===== config.mk =====
export PLATFORM = sky130hd
export DESIGN_NAME = video_sync_gen
export DESIGN_NICKNAME = d
export VERILOG_FILES = /design/src/rtl/vga_timing_pkg.sv /design/src/rtl/vsg_counter.sv /design/src/rtl/video_sync_gen.sv
export SDC_FILE = /design/constraint.sdc
export NUM_CORES = 1
export LEC_CHECK = 0
export BUFFER_PORTS_ARGS = -buffer_cell sky130_fd_sc_hd__buf_2
export CAP_MARGIN = 20
export CELL_PAD_IN_SITES_DETAIL_PLACEMENT = 0
export CELL_PAD_IN_SITES_GLOBAL_PLACEMENT = 1
export CORE_MARGIN = 4
export CORE_UTILIZATION = 45
export CTS_BUF_LIST = sky130_fd_sc_hd__clkbuf_16
export DETAILED_ROUTE_END_ITERATION = 8
export GPL_TIMING_DRIVEN = 0
export PLACE_DENSITY = 0.83
export SYNTH_ARGS = -nofsm -noshare
export SYNTH_HDL_FRONTEND = slang
export SYNTH_HIERARCHICAL = 1
export SYNTH_SLANG_ARGS = --single-unit

===== constraint.sdc =====
create_clock -name iVGA_CLK -period 3.41 [get_ports iVGA_CLK]
set_input_delay 0.1705 -clock iVGA_CLK [delete_from_list [all_inputs] [get_ports iVGA_CLK]]
set_output_delay 0.1705 -clock iVGA_CLK [all_outputs]
set_load 0.01 [all_outputs]

===== src/rtl/vga_timing_pkg.sv =====
// Default VGA timing constants (640x480 @ 60 Hz, 25 MHz pixel clock) shared by
// the sync generator and anything downstream that needs the frame geometry.
package vga_timing_pkg;

    localparam int H_TOTAL_DEF = 800;
    localparam int H_SYNC_DEF  = 96;
    localparam int H_BACK_DEF  = 144;
    localparam int H_FRONT_DEF = 16;

    localparam int V_TOTAL_DEF = 525;
    localparam int V_SYNC_DEF  = 2;
    localparam int V_BACK_DEF  = 34;
    localparam int V_FRONT_DEF = 11;

    localparam int ACTIVE_W    = 640;
    localparam int ACTIVE_H    = 480;
    localparam int ADDR_W_DEF  = 19;

    // Counter width able to hold 0..n-1, never narrower than one bit.
    function automatic int cnt_width(input int n);
        return (n <= 2) ? 1 : $clog2(n);
    endfunction

endpackage


===== src/rtl/vsg_counter.sv =====
// Wrap counter with enable; presents its next value so the caller can register
// decoded outputs in lockstep with the count itself.
module vsg_counter #(
    parameter int MAX = 800,
    parameter int W   = 10
) (
    input  logic         clk,
    input  logic         rst_n,
    input  logic         en,
    output logic [W-1:0] cnt_nxt,
    output logic         tc
);

    logic [W-1:0] cnt;

    // tc marks the enabled cycle on which the count wraps back to zero.
    assign tc = en && (cnt == W'(MAX - 1));

    always_comb begin
        cnt_nxt = cnt;
        if (en) begin
            cnt_nxt = tc ? '0 : cnt + 1'b1;
        end
    end

    always_ff @(posedge clk or negedge rst_n) begin
        if (!rst_n) begin
            cnt <= '0;
        end else begin
            cnt <= cnt_nxt;
        end
    end

endmodule


===== src/rtl/video_sync_gen.sv =====
// VGA sync / blank / linear pixel-address generator.
// Define VSG_PIXEL_COORD_EN to add the registered oX/oY pixel coordinate outputs.
module video_sync_gen
    import vga_timing_pkg::*;
#(
    parameter int H_TOTAL = H_TOTAL_DEF,
    parameter int H_SYNC  = H_SYNC_DEF,
    parameter int H_BACK  = H_BACK_DEF,
    parameter int H_FRONT = H_FRONT_DEF,
    parameter int V_TOTAL = V_TOTAL_DEF,
    parameter int V_SYNC  = V_SYNC_DEF,
    parameter int V_BACK  = V_BACK_DEF,
    parameter int V_FRONT = V_FRONT_DEF,
    parameter int ADDR_W  = ADDR_W_DEF
) (
    input  logic              iVGA_CLK,
    input  logic              iRST_n,
    output logic              oHS,
    output logic              oVS,
    output logic              oBLANK_n,
`ifdef VSG_PIXEL_COORD_EN
    output logic [9:0]        oX,
    output logic [8:0]        oY,
`endif
    output logic [ADDR_W-1:0] oADDR
);

    localparam int H_W = cnt_width(H_TOTAL);
    localparam int V_W = cnt_width(V_TOTAL);

    logic [H_W-1:0] h_nxt;
    logic [V_W-1:0] v_nxt;
    logic           h_tc;
    logic           v_tc_unused;
    logic           h_active_nxt;
    logic           v_active_nxt;
    logic           active_nxt;

    vsg_counter #(.MAX(H_TOTAL), .W(H_W)) u_h_cnt (
        .clk     (iVGA_CLK),
        .rst_n   (iRST_n),
        .en      (1'b1),
        .cnt_nxt (h_nxt),
        .tc      (h_tc)
    );

    vsg_counter #(.MAX(V_TOTAL), .W(V_W)) u_v_cnt (
        .clk     (iVGA_CLK),
        .rst_n   (iRST_n),
        .en      (h_tc),
        .cnt_nxt (v_nxt),
        .tc      (v_tc_unused)
    );

    assign h_active_nxt = (h_nxt >= H_W'(H_BACK)) && (h_nxt < H_W'(H_TOTAL - H_FRONT));
    assign v_active_nxt = (v_nxt >= V_W'(V_BACK)) && (v_nxt < V_W'(V_TOTAL - V_FRONT));
    assign active_nxt   = h_active_nxt && v_active_nxt;

    // Decoding the next count keeps the syncs aligned with the counters
    // while still leaving only flops on the output pins.
    always_ff @(posedge iVGA_CLK or negedge iRST_n) begin
        if (!iRST_n) begin
            oHS      <= 1'b0;
            oVS      <= 1'b0;
            oBLANK_n <= 1'b0;
        end else begin
            oHS      <= (h_nxt >= H_W'(H_SYNC));
            oVS      <= (v_nxt >= V_W'(V_SYNC));
            oBLANK_n <= active_nxt;
        end
    end

    // The address advances after each active pixel, so it reads the current
    // pixel's index while blank_n is high; the sync overlap rearms it for a frame.
    always_ff @(posedge iVGA_CLK or negedge iRST_n) begin
        if (!iRST_n) begin
            oADDR <= '0;
        end else if (!oHS && !oVS) begin
            oADDR <= '0;
        end else if (oBLANK_n) begin
            oADDR <= oADDR + 1'b1;
        end
    end

`ifdef VSG_PIXEL_COORD_EN
    always_ff @(posedge iVGA_CLK or negedge iRST_n) begin
        if (!iRST_n) begin
            oX <= '0;
            oY <= '0;
        end else if (active_nxt) begin
            oX <= 10'(h_nxt - H_W'(H_BACK));
            oY <= 9'(v_nxt - V_W'(V_BACK));
        end else begin
            oX <= '0;
            oY <= '0;
        end
    end
`endif

endmodule


# After elaboration in Yosys (flattened, before gate mapping)
# Cells that the tools add are included.
# totals
register_bits,42
output_inout_bits,22
# classes
n_addsub,3
n_mux,5
eq_ne,2
reduce_logical,8
n_lt_le_gt_ge,6
# op_table
op,n
$mux W19,2
$mux W10,3
$add A10 B1 Y10 const B,2
$eq A10 B10 Y1 const B,2
$lt A10 B10 Y1 const B,2
$add A19 B1 Y19 const B,1
$ge A10 B2 Y1 const B,1
$ge A10 B6 Y1 const B,1
$ge A10 B7 Y1 const B,1
$ge A10 B8 Y1 const B,1
$logic_and A1 B1 Y1,5
$logic_not A1 Y1,2
$reduce_bool A2 Y1,1

# Logic depth before layout (Yosys ltp)
# logic_depth
ltp_word,7
depth_mapped,11

# Modules after synthesis
# The synthesis kept the hierarchy.
# modules_own_cells
mod,n_inst,cells_per_inst,area_per_inst_um2
video_sync_gen,1,114,1103.6
vsg_counter (u_h_cnt),1,54,519.2
vsg_counter (u_v_cnt),1,47,514.2

# Least setup slack after synthesis
# OpenSTA, ideal clock, no wires.
# synth_timing
path_type,register to register
from,register u_h_cnt.cnt[0]
to,register oBLANK_n
arrival_ns,2.660
setup_slack_ns,0.664
t_required_ns,3.324
setup_time_ns,0.086
n_path_buf,0
path_stages_with_launch,11
path_cell_list,dfrtp_1 > ha_1 > nand4_1 > nor3_2 > nand3_1 > and2b_2 > nor2_1 > or4_1 > nor3_1 > nor2b_1 > nor3_1
# synth_between
elab_chain_len,7
elab_cells_between_ends,13
cone_classes,add/sub: 1; order compare: 4; eq/ne: 1; mux: 3; reduce/logical: 4
# synth_rtl
element,line,rtl
start: declaration,vsg_counter.sv:14,logic [W-1:0] cnt;
start signal: assignment,vsg_counter.sv:30,cnt <= cnt_nxt;
$eq A10 B10 Y1 *,vsg_counter.sv:17,assign tc = en && (cnt == W'(MAX - 1));
net h_tc,video_sync_gen.sv:33,logic h_tc;
$logic_and A1 B1 Y1 *,vsg_counter.sv:17,
net v_tc_unused,video_sync_gen.sv:34,logic v_tc_unused;
$mux W10 *,vsg_counter.sv:22,cnt_nxt = tc ? '0 : cnt + 1'b1;
$mux W10 *,vsg_counter.sv:21,if (en) begin
net v_nxt[2],video_sync_gen.sv:32,logic [V_W-1:0] v_nxt;
$ge A10 B6 Y1 or $lt A10 B10 Y1 (tied branches),video_sync_gen.sv:56,assign v_active_nxt = (v_nxt >= V_W'(V_BACK)) && (v_nxt < V_W'(V_TOTAL - V_FRONT));
$logic_and A1 B1 Y1 *,video_sync_gen.sv:56,
$logic_and A1 B1 Y1 *,video_sync_gen.sv:57,assign active_nxt = h_active_nxt && v_active_nxt;
net active_nxt,video_sync_gen.sv:37,logic active_nxt;
end signal: assignment,video_sync_gen.sv:69,oBLANK_n <= active_nxt;
end: declaration,video_sync_gen.sv:20,"output logic oBLANK_n,"
# The timed path passes the listed nets; every way through them passes the cells marked *.
# A chain may end at the register's enable or synchronous reset.

# Worst setup path after layout
# layout_timing
from,register u_h_cnt.cnt[1]
to,register oBLANK_n
# Same word-level chain as after synthesis.

==> impl_metrics.json <==
{
  "synth_edf_count": 0,
  "avgRoutedWirePerCell_um": 12.8,
  "ys.flop_type": "dfrtp_1",
  "core_area_um2": 4470,
  "syn_area_um2": 2140,
  "reg2reg_slack_ns": 0.33,
  "dp_slack_ns": 0.206,
  "grt_pass1_vias": 1490,
  "cap_violations": 0,
  "p_clk_frac": 0.375,
  "hp-class": "in2async",
  "floorplan.initialDensity": 0.478,
  "ys_types": 46,
  "drt_iter0_drc": 75,
  "root_buffer": "clkbuf_16",
  "grt_pass1_wl_um": 7050,
  "path_cells": "ha_1 -> nand4_1 -> nor3_4 -> nand3_1 -> and2b_2 -> nor2_1 -> or4_1 -> nor3_1 -> nor2b_1 -> nor3_1",
  "cp_max_fo": 10,
  "reg2reg_to": "oBLANK_n",
  "syn_area_per_cell_um2": 9.94,
  "pin_count": 24,
  "finalCritPeriodShare": 0.904,
  "tightestPinTransition_ns": 0.891,
  "postCtsSetupBuffers": 0,
  "slew_headroom": 0.406,
  "clk_pin_slew_ns": 0.06,
  "ir_worst_vdd_v": 0.000407,
  "die_h_um": 76.9,
  "setup_viol": 0,
  "antenna_cells": 0,
  "drive_gt1_frac": 0.154,
  "finClkSkew_ns": 0.00478,
  "gp_congestion": 0.759,
  "overflow": 0,
  "setup_tns_ns": 0,
  "dieArea_um2": 5920,
  "layout.nets": 258,
  "tritoncts": "built",
  "power_density_nw_per_um2": 559,
  "dpl_cell_area_um2": 2340,
  "num_vias": 1645,
  "rsz0062_at_grt": "no",
  "die_w_um": 76.9,
  "hold_violations": 0,
  "power_frac_seq": 0.450,
  "worstSkewPairLatency_ns": 0.28,
  "synth_cells": 215,
  "synth_top_area_share": 0.492,
  "ant_nets": 0,
  "power.total_w": 0.00141,
  "port_buffers": 23,
  "cp-end-kind": "flop",
  "synthTopCellsByArea": "dfrtp_1, xnor2_1, or3_1, nand2_1, xor2_1",
  "cp-start-kind": "flop",
  "dp_hpwl_um": 2760,
  "first_pass_iters": 4,
  "status": "completed",
  "cts_max_path_buffers": 2,
  "reg2reg_depth": 10,
  "drcViolationCount": 0,
  "min_period_ns": 3.08,
  "cts_buffers": 5,
  "vias_per_cell": 5.39,
  "fin_ws_ns": 0.327,
  "cp_common_cell": "nor3_1",
  "r2r_start": "u_h_cnt/cnt[1]",
  "synth-seq-area-share": 0.492,
  "drt_wl_total_um": 3910,
  "clock.fmax_mhz": 324,
  "grtUsageTotal": 0.148,
  "swShare": 0.291,
  "combPwrFrac": 0.175,
  "crit_slowest_cell": "or4_1",
  "ys_warn_count": 6,
  "final_cell_area_um2": 2520,
  "critPathKind": "reg2reg",
  "synth_seq_cells": 42,
  "antenna_found_initial": 0,
  "arrival_ns": 3.28,
  "cts_num_sinks": 42,
  "grt_max_degree": 43,
  "switchingPower_w": 0.000410,
  "p_int_w": 0.000997,
  "htreeDepth": 2,
  "area_delta_synth_final_pct": 17.7,
  "fp-row-count": 24,
  "slew_viol_final": 0,
  "leakagePower_nw": 1.18,
  "crit_path_max_incr_delay_ns": 0.55,
  "yosysTopAreaCell": "dfrtp_1",
  "required_ns": 3.61,
  "synthArstFlopShare": 1.00
}
flip-flops by register name, summed over array words and instances, names as in the netlist:
name / cells
oHS: 1
oBLANK_n: 1
oADDR: 19
u_h_cnt/cnt: 10
oVS: 1
u_v_cnt/cnt: 10
cell usage after synthesis, types with 2 or more instances:
library cell / n
dfrtp_1: 42
or4_1: 6
a21oi_1: 12
mux2i_1: 2
ha_1: 4
xor2_1: 7
nand4_1: 8
o31ai_1: 2
nor4b_1: 2
clkbuf_1: 2
and4_1: 2
o21ai_0: 12
nand4bb_1: 2
a21o_1: 2
xnor2_1: 10
or3_1: 11
nand3_1: 10
inv_1: 8
nand2b_1: 5
nor3_1: 7
o311ai_1: 2
nor2_1: 16
nand2_1: 17
nand3_2: 2
cell usage in the layout, fill, tap and decap left out, types with 2 or more instances in the layout:
cell and instances:
nand2_1 17, nand3_2 2, nor2_1 16, or4_1 6, a21oi_1 12, nor4b_1 2, xnor2_1 10, xor2_1 7
nand4bb_1 2, o21ai_0 12, mux2i_1 2, inv_1 9, nand3_1 10, clkbuf_1 2, a21o_1 2, and4_1 2
ha_1 4, nand4_1 8, o311ai_1 2, o31ai_1 2, or3_1 11, nor3_1 7, dfrtp_1 42, buf_2 24
clkbuf_16 5, conb_1 8, nand2b_1 5
critical path: cells and delay by family (launching register included):
| family | cells | cell delay (ns) |
|---|---|---|
| flip-flops | 1 | 0.40 |
| adder cells (fa/ha/maj) | 1 | 0.21 |
| AND/OR/NAND/NOR | 9 | 2.38 |
how the worst max path moves through the flow:
stage | start | end | slack [ns] | depth (start not counted)
2_1_floorplan | u_h_cnt/cnt[0] | oBLANK_n | 0.66 | 10
3_3_place_gp | u_h_cnt/cnt[0] | oBLANK_n | 0.18 | 10
3_5_place_dp | u_h_cnt/cnt[1] | oBLANK_n | 0.21 | 10
4_1_cts | u_h_cnt/cnt[1] | oBLANK_n | 0.17 | 10
5_1_grt | u_h_cnt/cnt[1] | oBLANK_n | 0.05 | 10
6_report | u_h_cnt/cnt[1] | oBLANK_n | 0.33 | 10
metal layers:
metal | wire length, um | global-route usage
met1 | 1930 | 0.204
met3 | 214 | 0.0457
met4 | 54 | 0.0489
met2 | 1710 | 0.220
met5 | 0 | 0
per-stage QoR:
| stage | util | hold WS, ns | cells |
|---|---|---|---|
| final | 0.562 | 0.0132 | 305 |
| after global routing | 0.562 | 0.115 | 305 |
| after CTS | 0.561 | 0.0626 | 305 |
| after detailed placement | 0.524 | 0.371 | 297 |
| after global placement | 0.524 | 0.368 | 297 |
| after floorplan | - | -0.125 | 222 |
kinds of logic after synthesis:
| group | Yosys count | synth area share |
|---|---|---|
| AOI/OAI and AO/OA | 40 | 0.118 |
| xor gates and xnor gates | 17 | 0.0697 |
| adders and majority gates | 4 | 0.0234 |
| buffers and inverters | 12 | 0.0252 |
| DFF | 42 | 0.492 |
| muxes | 2 | 0.00937 |
| other | 1 | 0.00175 |
| and+or+nand+nor | 97 | 0.261 |
layout make-up:
type / count / area [um^2]
Sequential cell: 42 / 1050
Inverter: 8 / 30.0
Timing Repair Buffer: 23 / 115
Fill cell: 403 / 1960
Buffer: 4 / 23.8
Clock buffer: 5 / 125
Multi-Input combinational cell: 168 / 1060
Clock inverter: 3 / 41.3
Tap cell: 52 / 65.1
power groups by stage:
stage	clock network, W	registers [W]	logic (W)
floorplan	0	0.000625	0.000179
global placement	0	0.000639	0.000240
detailed placement	0	0.000637	0.000243
CTS	0.000544	0.000630	0.000245
global route	0.000572	0.000645	0.000285
finish	0.000528	0.000633	0.000246
timing repair:
action | 4_1_cts | 5_1_grt
setup endpoints to repair | 0 | 2
hold buffers | 0 | 0
gates resized for setup | 0 | 1
Power figures use the tool's default switching activity.
